--- src/rtl/level_crossing_sequencer.sv ---
// Level-crossing gate sequencer for two tracks: per-track train occupancy,
// warn/lower/hold/raise gate sequencing, and a sticky fault on limit-switch errors.
module level_crossing_sequencer #(
    parameter int unsigned WARN_CYC = 10,
    parameter int unsigned MOVE_TMO = 8,
    parameter int unsigned HOLD_CYC = 2,
    parameter int unsigned TMR_W    = 8
) (
    input  logic       clk,
    input  logic       reset,
    input  logic [1:0] appr,
    input  logic [1:0] exit,
    input  logic       gate_closed_fb,
    input  logic       gate_open_fb,
    output logic       warn_led,
    output logic       gate_dn,
    output logic       gate_up,
    output logic       fault,
    output logic [1:0] occ0,
    output logic [1:0] occ1,
    output logic [2:0] state
);

    typedef enum logic [2:0] {
        ST_IDLE   = 3'd0,
        ST_WARN   = 3'd1,
        ST_LOWER  = 3'd2,
        ST_CLOSED = 3'd3,
        ST_RAISE  = 3'd4,
        ST_FAULT  = 3'd5
    } state_e;

    localparam logic [TMR_W-1:0] WARN_LAST = TMR_W'(WARN_CYC - 1);
    localparam logic [TMR_W-1:0] MOVE_LAST = TMR_W'(MOVE_TMO - 1);
    localparam logic [TMR_W-1:0] HOLD_LAST = TMR_W'(HOLD_CYC - 1);

    state_e           state_q, state_d;
    logic [TMR_W-1:0] timer_q, timer_d;
    logic [1:0]       occ0_q, occ0_d;
    logic [1:0]       occ1_q, occ1_d;
    logic [TMR_W-1:0] timer_cnt;
    logic             busy;
    logic             both_fb;

    // Saturating up on approach, floor at zero on exit, hold when both or neither.
    function automatic logic [1:0] occ_next(input logic [1:0] occ,
                                            input logic       a,
                                            input logic       e);
        logic [1:0] r;
        r = occ;
        if (a && !e && occ != 2'd3) r = occ + 2'd1;
        if (!a && e && occ != 2'd0) r = occ - 2'd1;
        return r;
    endfunction

    always_comb begin
        occ0_d = occ_next(occ0_q, appr[0], exit[0]);
        occ1_d = occ_next(occ1_q, appr[1], exit[1]);
    end

    assign busy    = (occ0_q != 2'd0) || (occ1_q != 2'd0) || (|appr);
    assign both_fb = gate_closed_fb && gate_open_fb;

    always_comb begin
        state_d   = state_q;
        timer_cnt = timer_q + 1'b1;
        unique case (state_q)
            ST_IDLE: begin
                timer_cnt = '0;
                if (busy) state_d = ST_WARN;
            end
            ST_WARN: begin
                if (timer_q == WARN_LAST) state_d = ST_LOWER;
            end
            ST_LOWER: begin
                if (gate_closed_fb)            state_d = ST_CLOSED;
                else if (timer_q == MOVE_LAST) state_d = ST_FAULT;
            end
            ST_CLOSED: begin
                // Timer here counts only consecutive clear cycles.
                if (busy)                      timer_cnt = '0;
                else if (timer_q == HOLD_LAST) state_d = ST_RAISE;
            end
            ST_RAISE: begin
                if (busy)                      state_d = ST_LOWER;
                else if (gate_open_fb)         state_d = ST_IDLE;
                else if (timer_q == MOVE_LAST) state_d = ST_FAULT;
            end
            ST_FAULT: begin
                timer_cnt = timer_q;
            end
            default: begin
                state_d   = ST_FAULT;
                timer_cnt = '0;
            end
        endcase

        if (both_fb && state_q != ST_FAULT) state_d = ST_FAULT;

        timer_d = (state_d != state_q) ? '0 : timer_cnt;
    end

    always_ff @(posedge clk) begin
        if (reset) begin
            state_q <= ST_IDLE;
            timer_q <= '0;
            occ0_q  <= '0;
            occ1_q  <= '0;
        end else begin
            state_q <= state_d;
            timer_q <= timer_d;
            occ0_q  <= occ0_d;
            occ1_q  <= occ1_d;
        end
    end

    always_comb begin
        warn_led = 1'b0;
        gate_dn  = 1'b0;
        gate_up  = 1'b0;
        fault    = 1'b0;
        unique case (state_q)
            ST_IDLE:   ;
            ST_WARN:   warn_led = 1'b1;
            ST_LOWER:  begin warn_led = 1'b1; gate_dn = 1'b1; end
            ST_CLOSED: warn_led = 1'b1;
            ST_RAISE:  begin warn_led = 1'b1; gate_up = 1'b1; end
            ST_FAULT:  begin warn_led = 1'b1; fault = 1'b1; end
            default:   begin warn_led = 1'b1; fault = 1'b1; end
        endcase
    end

    assign occ0  = occ0_q;
    assign occ1  = occ1_q;
    assign state = state_q;

endmodule

--- config.mk ---
export PLATFORM = sky130hd
export DESIGN_NAME = level_crossing_sequencer
export DESIGN_NICKNAME = d
export VERILOG_FILES = /design/src/rtl/level_crossing_sequencer.sv
export SDC_FILE = /design/constraint.sdc
export NUM_CORES = 1
export LEC_CHECK = 0
export BUFFER_PORTS_ARGS = -buffer_cell sky130_fd_sc_hd__buf_4
export CORE_MARGIN = 3
export CORE_UTILIZATION = 50
export DETAILED_ROUTE_END_ITERATION = 7
export PLACE_DENSITY = 0.73
export SYNTH_ARGS = -nofsm -noshare
export SYNTH_HDL_FRONTEND = slang
export SYNTH_SLANG_ARGS = --single-unit
--- constraint.sdc ---
create_clock -name clk -period 4.69 [get_ports clk]
set_input_delay 0.938 -clock clk [delete_from_list [all_inputs] [get_ports clk]]
set_output_delay 0.938 -clock clk [all_outputs]
set_load 0.05 [all_outputs]
Word-level counts from Yosys, hierarchy flattened --
Cells that the tools add are included.
Storage, ports and cells: register bits 15, input port bits 8, output and inout bits 11
Operators by class: add/subtract/negate cells 5, equal/unequal tests 12, multiplexer cells 20, reduce and logical (&&, ||, !) cells 25
Operators with widths (number):
- two-way mux 3 bit | 9
- case mux 8 bit (3 select lines) | 1
- case mux 3 bit (6 select lines) | 1
- logical AND 1 bit | 10
- adder 8 x 1 -> 8 bit (second input constant) | 1
- equality test 8 x 1 -> 1 bit (second input constant) | 1
- equality test 8 x 3 -> 1 bit (second input constant) | 1
- equality test 8 x 4 -> 1 bit (second input constant) | 1
- two-way mux 2 bit | 4
- two-way mux 8 bit | 1
- nonzero test 2 bit | 4
- equality test 3 x 2 -> 1 bit (second input constant) | 2
- equality test 3 bit (second input constant) | 2
- OR reduction 5 bit | 1
- adder 2 x 1 -> 2 bit (second input constant) | 2
- zero test 1 bit | 4
- two-way mux 1 bit | 4
- inequality test 2 bit (second input constant) | 2
- OR reduction 2 bit | 2
- subtractor 2 x 1 -> 2 bit (second input constant) | 2
- equality test 3 x 1 -> 1 bit (second input constant) | 1
- zero test 3 bit | 1
- inequality test 3 bit | 1
- inequality test 3 bit (second input constant) | 1
- 2 further kinds | 3

Depth between registers and ports, before layout --
Gate-level depths: netlist of run 1.
word-level depth 8, mapped depth 8, gate-level depth less buffers 8

Least setup slack after synthesis of run 1 --
Ideal clock, no wire load.
kind register -> register, start point register state_q[2] (netlist: state[2]), end point register timer_q[1], library setup time 0.130 ns, arrival time 3.090 ns, path slack 1.470 ns, cell stages (with the launch flop) 8, path buffers 1, period minus slack after synthesis 3.220 ns, cell sequence dfxtp_1 > buf_2 > inv_1 > nor3_1 > a22oi_1 > or3_1 > o21ai_2 > nor3_1
Between the ends: cells in the longest elaborated chain, start to end 7
Ends and longest elaborated chain:
- start: declaration | line 37 | state_e state_q, state_d;
- start signal: assignment | line 110 | state_q <= state_d;
- two-way mux 3 bit | line 77, 87
- two-way mux 3 bit | line 86 | else if (gate_open_fb) state_d = ST_IDLE;
- two-way mux 3 bit | line 85 | if (busy) state_d = ST_LOWER;
- case mux 3 bit (6 select lines) | line 67 | unique case (state_q)
- two-way mux 3 bit | line 98 | if (both_fb && state_q != ST_FAULT) state_d = ST_FAULT;
- inequality test 3 bit | line 100 | timer_d = (state_d != state_q) ? '0 : timer_cnt;
- OR reduction 2 bit (no line)
- end signal: assignment | line 111 | timer_q <= timer_d;
- end: declaration | line 38 | logic [TMR_W-1:0] timer_q, timer_d;
Several ways; a longest one is shown, not always the timed one. A chain may end at the register's enable or synchronous reset.

Worst setup path after layout of run 1 --
start point register state_q[1] (netlist: state[1]), end point output port gate_dn
Between the ends: cells in the longest elaborated chain, start to end 2
Ends and longest elaborated chain:
- equality test 3 x 2 -> 1 bit | line 122 | unique case (state_q)
- two-way mux 1 bit | line 122
- end: declaration | line 16 | output logic gate_dn,
No other way between the ends.

==> results.cfg, run 1 <==
[layout]
area_growth_pct = 16.7
diodes = 0
final_util = 0.622
drive_gt1_frac = 0.192
fin_area_um2 = 1230
layout.nets = 162

[timing]
drv_slew = 0
fin_crit_ns = 2.77
min_period_over_period = 0.590
skew_ns = 0.00250
setup_tns_ns = 0
tightest_slew_ns = 0.582
slew_headroom = 0.612
finalSetupViolCount = 0
fmax_ghz = 0.361
rsz0062_at_grt = false
finalHoldViolCount = 0

[floorplan]
io_pins = 19
start_util = 0.533
die_w_um = 52.0
dieHeight_um = 52.0
dieArea_um2 = 2700
core_area_um2 = 1980
rows = 16

[outcome]
status = finished, final reports clean

[power_and_ir_drop]
leakagePower_uw = 0.000458
ir_worst_vdd_mv = 0.188
power_density_nw_per_um2 = 251

[route]
num_vias = 1057
drt_first_iter_violations = 49
ant_nets = 0
dr.pass1.iters = 4
wl_mm = 2.47
viasPerCell = 5.94
drc = 0
wl_per_cell_um = 13.8

[cts]
cts_hold_repair.buffers = 0
cts_max_level = 1
clock-sinks = 15
cts.clk_slew.worst_paths_ns = 0.09
post_cts_buffers = 0
cts_tree = done
ctsResizeCount = 0
numCtsBuffers = 3
cts_root_buf = clkbuf_4
cts_buffer_depth = 2
clock_latency_ns = 0.29

[grt]
grt_max_degree = 15
grt_pass1_vias = 972
grt_util_all_layers = 0.206
antenna_found_initial = 0
grt_pass1_wl_mm = 4.22
globalRouteOverflowTotal = 0

[logic_synthesis]
yosys.cell_types.count = 35
syn_avg_cell_area_um2 = 7.95
synth_edf_count = 0
ys.warnings.count = 0
yosys.area.top_type_share = 0.284
syn_inst = 133
postSynth.asyncResetShare = 0
synth-seq-cells = 15
yosysSeqAreaShare = 0.284
synthTopCellsByArea = dfxtp_1, nand2_1, xnor2_1
ys_dominant_reg_cell = dfxtp_1
syn_nets = 143
yosys-top-cells-count = dfxtp_1, nand2_1, nor2_1, nor3_1, inv_1
syn_area_um2 = 1060
synth_area_leader_cell = dfxtp_1

[min_path]
min_from = occ1[1]
hold_class = reg2reg
worstHoldEndpoint = occ1[1]
worst_hold_path.num_cells = 2

[placement]
dp_hpwl_mm = 1.84
port_buffers = 18
dpl-instance-area_um2 = 1210
gp_congestion = 0.947

[critical_path]
cp.required_ns = 3.75
startpoint_type = flop
worstSetupEndpointType = primary output
crit_type = reg2out
worstRegToRegCells = 6
rr_startpoint = state[1]
arrival_ns = 1.83
ff2ff_setup_slack_ns = 2.45
r2r-end = timer_q[3]
cp_max_fo = 14

[job]
maxCapViolCount = 0
flip-flops by register name, summed over array words and instances (netlist names):
name     count
state        3
occ1         2
occ0         2
timer_q      8
worst max-delay path: stages, from the launching register on:
cell and delay, ns:
dfxtp_1 0.59, inv_1 0.16, nor3_1 0.49, buf_4 0.30
where the power goes:
| part | switching, uW | internal [uW] |
|---|---|---|
| registers | 10.8 | 132 |
| clock network | 42.9 | 33.1 |
| logic | 57.5 | 33.7 |
stage by stage:
stage / cells / power (uW) / hold WS (ns) / setup slack (ns)
CTS: 178 / 312 / 0.555 / 1.94
floorplan: 133 / 211 / 0.526 / 1.47
finish: 178 / 310 / 0.560 / 1.92
detailed placement: 174 / 236 / 0.542 / 2.16
global route: 178 / 330 / 0.609 / 1.79
global placement: 174 / 234 / 0.534 / 2.23
final cells by class:
cell class              count  area, um^2
inverters                   7        26.3
flip-flops and latches     15         300
multi-input cells         107         712
well taps                  27        33.8
fillers                   171         748
repair buffers             18         135
clock buffers               4        26.3
cell families (layout without fill, tap and decap cells):
| logic type | Yosys count | count (layout) | share of synthesized area |
|---|---|---|---|
| simple gates | 67 | 67 | 0.367 |
| fa+ha+maj | 2 | 2 | 0.0237 |
| compound gates | 32 | 32 | 0.233 |
| buf+inv | 11 | 29 | 0.0426 |
| xor+xnor | 6 | 6 | 0.0497 |
| flops | 15 | 15 | 0.284 |
cell usage in the layout (no fill, tap or decap), types with 2 or more instances in the layout:
cell	n
nand3_1	6
inv_1	7
nand2b_1	5
and3b_1	2
and3_1	2
nand2_1	15
a31oi_1	4
clkbuf_4	3
nor4_4	2
ha_1	2
o21ai_0	5
a21boi_0	2
dfxtp_1	15
a21o_1	2
nor2_1	11
nor2b_1	4
xnor2_1	6
nand4_1	5
a22oi_1	3
or3_1	2
o21a_1	2
nor3_1	10
buf_4	18
a21oi_1	6
how the worst max path moves through the flow:
| stage | start | endpoint | slack (ns) | depth (start not counted) |
|---|---|---|---|---|
| final | state[1] | gate_dn | 1.92 | 3 |
| after global routing | state[1] | gate_dn | 1.79 | 3 |
| after CTS | state[1] | gate_dn | 1.94 | 3 |
| after detailed placement | appr[0] | timer_q[6] | 2.16 | 7 |
| after global placement | appr[0] | timer_q[3] | 2.23 | 7 |
| after floorplan | state[2] | timer_q[1] | 1.47 | 7 |
per-layer routing:
layer / global-route usage / vias to the layer above / routed length, um
met5: 0 / - / 0
li1: - / 520 / -
met4: 0.0961 / 0 / 44
met2: 0.299 / 52 / 1010
met3: 0.0315 / 5 / 219
met1: 0.294 / 480 / 1190
No activity file was read; power rests on OpenSTA's default activity.
==> inputs of run 2 (changes only) <==
clock period = 2.58 ns   (was 4.69 ns; I/O delays follow)
==> run 2 against run 1 <==
Power increased by 83%. Combinational power up 91%. Register-to-register slack got worse by 2.0 ns. Largest power group unchanged.
==> results.cfg, run 2 (synthesized netlist as in run 1, its figures left out) <==
[outcome]
status = finished, final reports clean

[cts]
post_cts_buffers = 0
numCtsBuffers = 3
clock_latency_ns = 0.28
cts.clk_slew.worst_paths_ns = 0.09
clock-sinks = 15
cts_max_level = 1
cts_tree = done
cts_root_buf = clkbuf_4
cts_buffer_depth = 2
ctsResizeCount = 0
cts_hold_repair.buffers = 0

[layout]
area_growth_pct = 19.1
regMostFlops = timer_q
final_util = 0.635
mostFrequentLayoutCells = buf_4, nand2_1, dfxtp_1
layout_commonest_cell = buf_4
diodes = 0
layout.nets = 163
drive_gt1_frac = 0.217
largest_reg_flops = 8

[timing]
skew_ns = 0.00379
finalSetupViolCount = 0
slew_headroom = 0.653
drv_slew = 0
fin_crit_ns = 2.23
rsz0062_at_grt = false
whs_ns = 0.477
setup_tns_ns = 0
min_period_over_period = 0.863
fmax_ghz = 0.449
finalHoldViolCount = 0
tightest_slew_ns = 0.519

[critical_path]
cp-startpoint = state[1]
r2r-end = timer_q[7]
arrival_ns = 1.71
startpoint_type = flop
worstSetupEndpointType = primary output
cp_max_fo = 14
worstRegToRegCells = 8
ff2ff_setup_slack_ns = 0.44
crit_type = reg2out
cp.required_ns = 2.06
rr_startpoint = timer_q[1]
crit_path_end = gate_dn

[route]
drt_first_iter_violations = 36
drc = 0
wl_mm = 2.56
dr.pass1.iters = 4
wl_per_cell_um = 14.3
ant_nets = 0
viasPerCell = 5.90
num_vias = 1056

[power_and_ir_drop]
leakagePower_uw = 0.000467
ir_worst_vdd_mv = 0.339
power_density_nw_per_um2 = 450

[floorplan]
dieArea_um2 = 2700
io_pins = 19
rows = 16
die_w_um = 52.0
dieHeight_um = 52.0
core_area_um2 = 1980
start_util = 0.533

[min_path]
hold_class = in2reg

[grt]
grt_util_all_layers = 0.198
antenna_found_initial = 0
grt_pass1_wl_mm = 4.10
grt_max_degree = 15
grt_pass1_vias = 938
globalRouteOverflowTotal = 0

[placement]
gp_congestion = 0.906
dp_hpwl_mm = 1.96
port_buffers = 18

[job]
maxCapViolCount = 0
run 2: changes by cell type in the layout (fill, tap and decap cells not counted), sizes merged:
cell    delta
buf        +1
clkbuf     -1
clkinv     +1
run 2: critical path: stages (launching register included):
cell	delay [ns]
dfxtp_1	0.66
inv_1	0.19
nor3_2	0.32
buf_4	0.26
run 2: area by class of cell:
cell class                 count  area (um^2)
sequential                    15          300
clock buffer                   3         22.5
multi-input combinational    107          728
fill                         175          723
clock inverter                 1         5.00
tap                           27         33.8
timing repair buffer          19          143
inverter                       7         26.3
run 2: metrics by stage:
stage          total power [uW]  instance area [um^2]  cells  setup slack (ns)
6_report                    566                  1260    179             0.354
3_5_place_dp                438                  1230    175             0.377
3_3_place_gp                433                  1230    175             0.372
5_1_grt                     595                  1260    179             0.272
4_1_cts                     569                  1260    179             0.373
2_1_floorplan               387                  1070    133           0.00274
run 2: power breakdown:
part | switching [uW] | leakage (uW) | internal, uW
Clock | 74.6 | 0.0000177 | 57.5
Combinational | 108 | 0.000327 | 65.1
Sequential | 21.2 | 0.000122 | 239
run 2: worst min path at each step:
stage,startpoint,end,slack (ns),cells after the start
CTS,reset,state[1],0.47,2
finish,reset,occ1[0],0.48,2
floorplan,timer_q[0],timer_q[0],0.53,2
global placement,occ1[1],occ1[1],0.53,2
detailed placement,occ1[1],occ1[1],0.55,2
global route,reset,state[0],0.47,2
run 2: metal layers:
layer | up-vias | wire length, um | GRT usage
li1 | 523 | - | -
met5 | - | 0 | 0
met4 | 0 | 31 | 0.0830
met1 | 484 | 1170 | 0.277
met3 | 4 | 207 | 0.0172
met2 | 45 | 1150 | 0.308
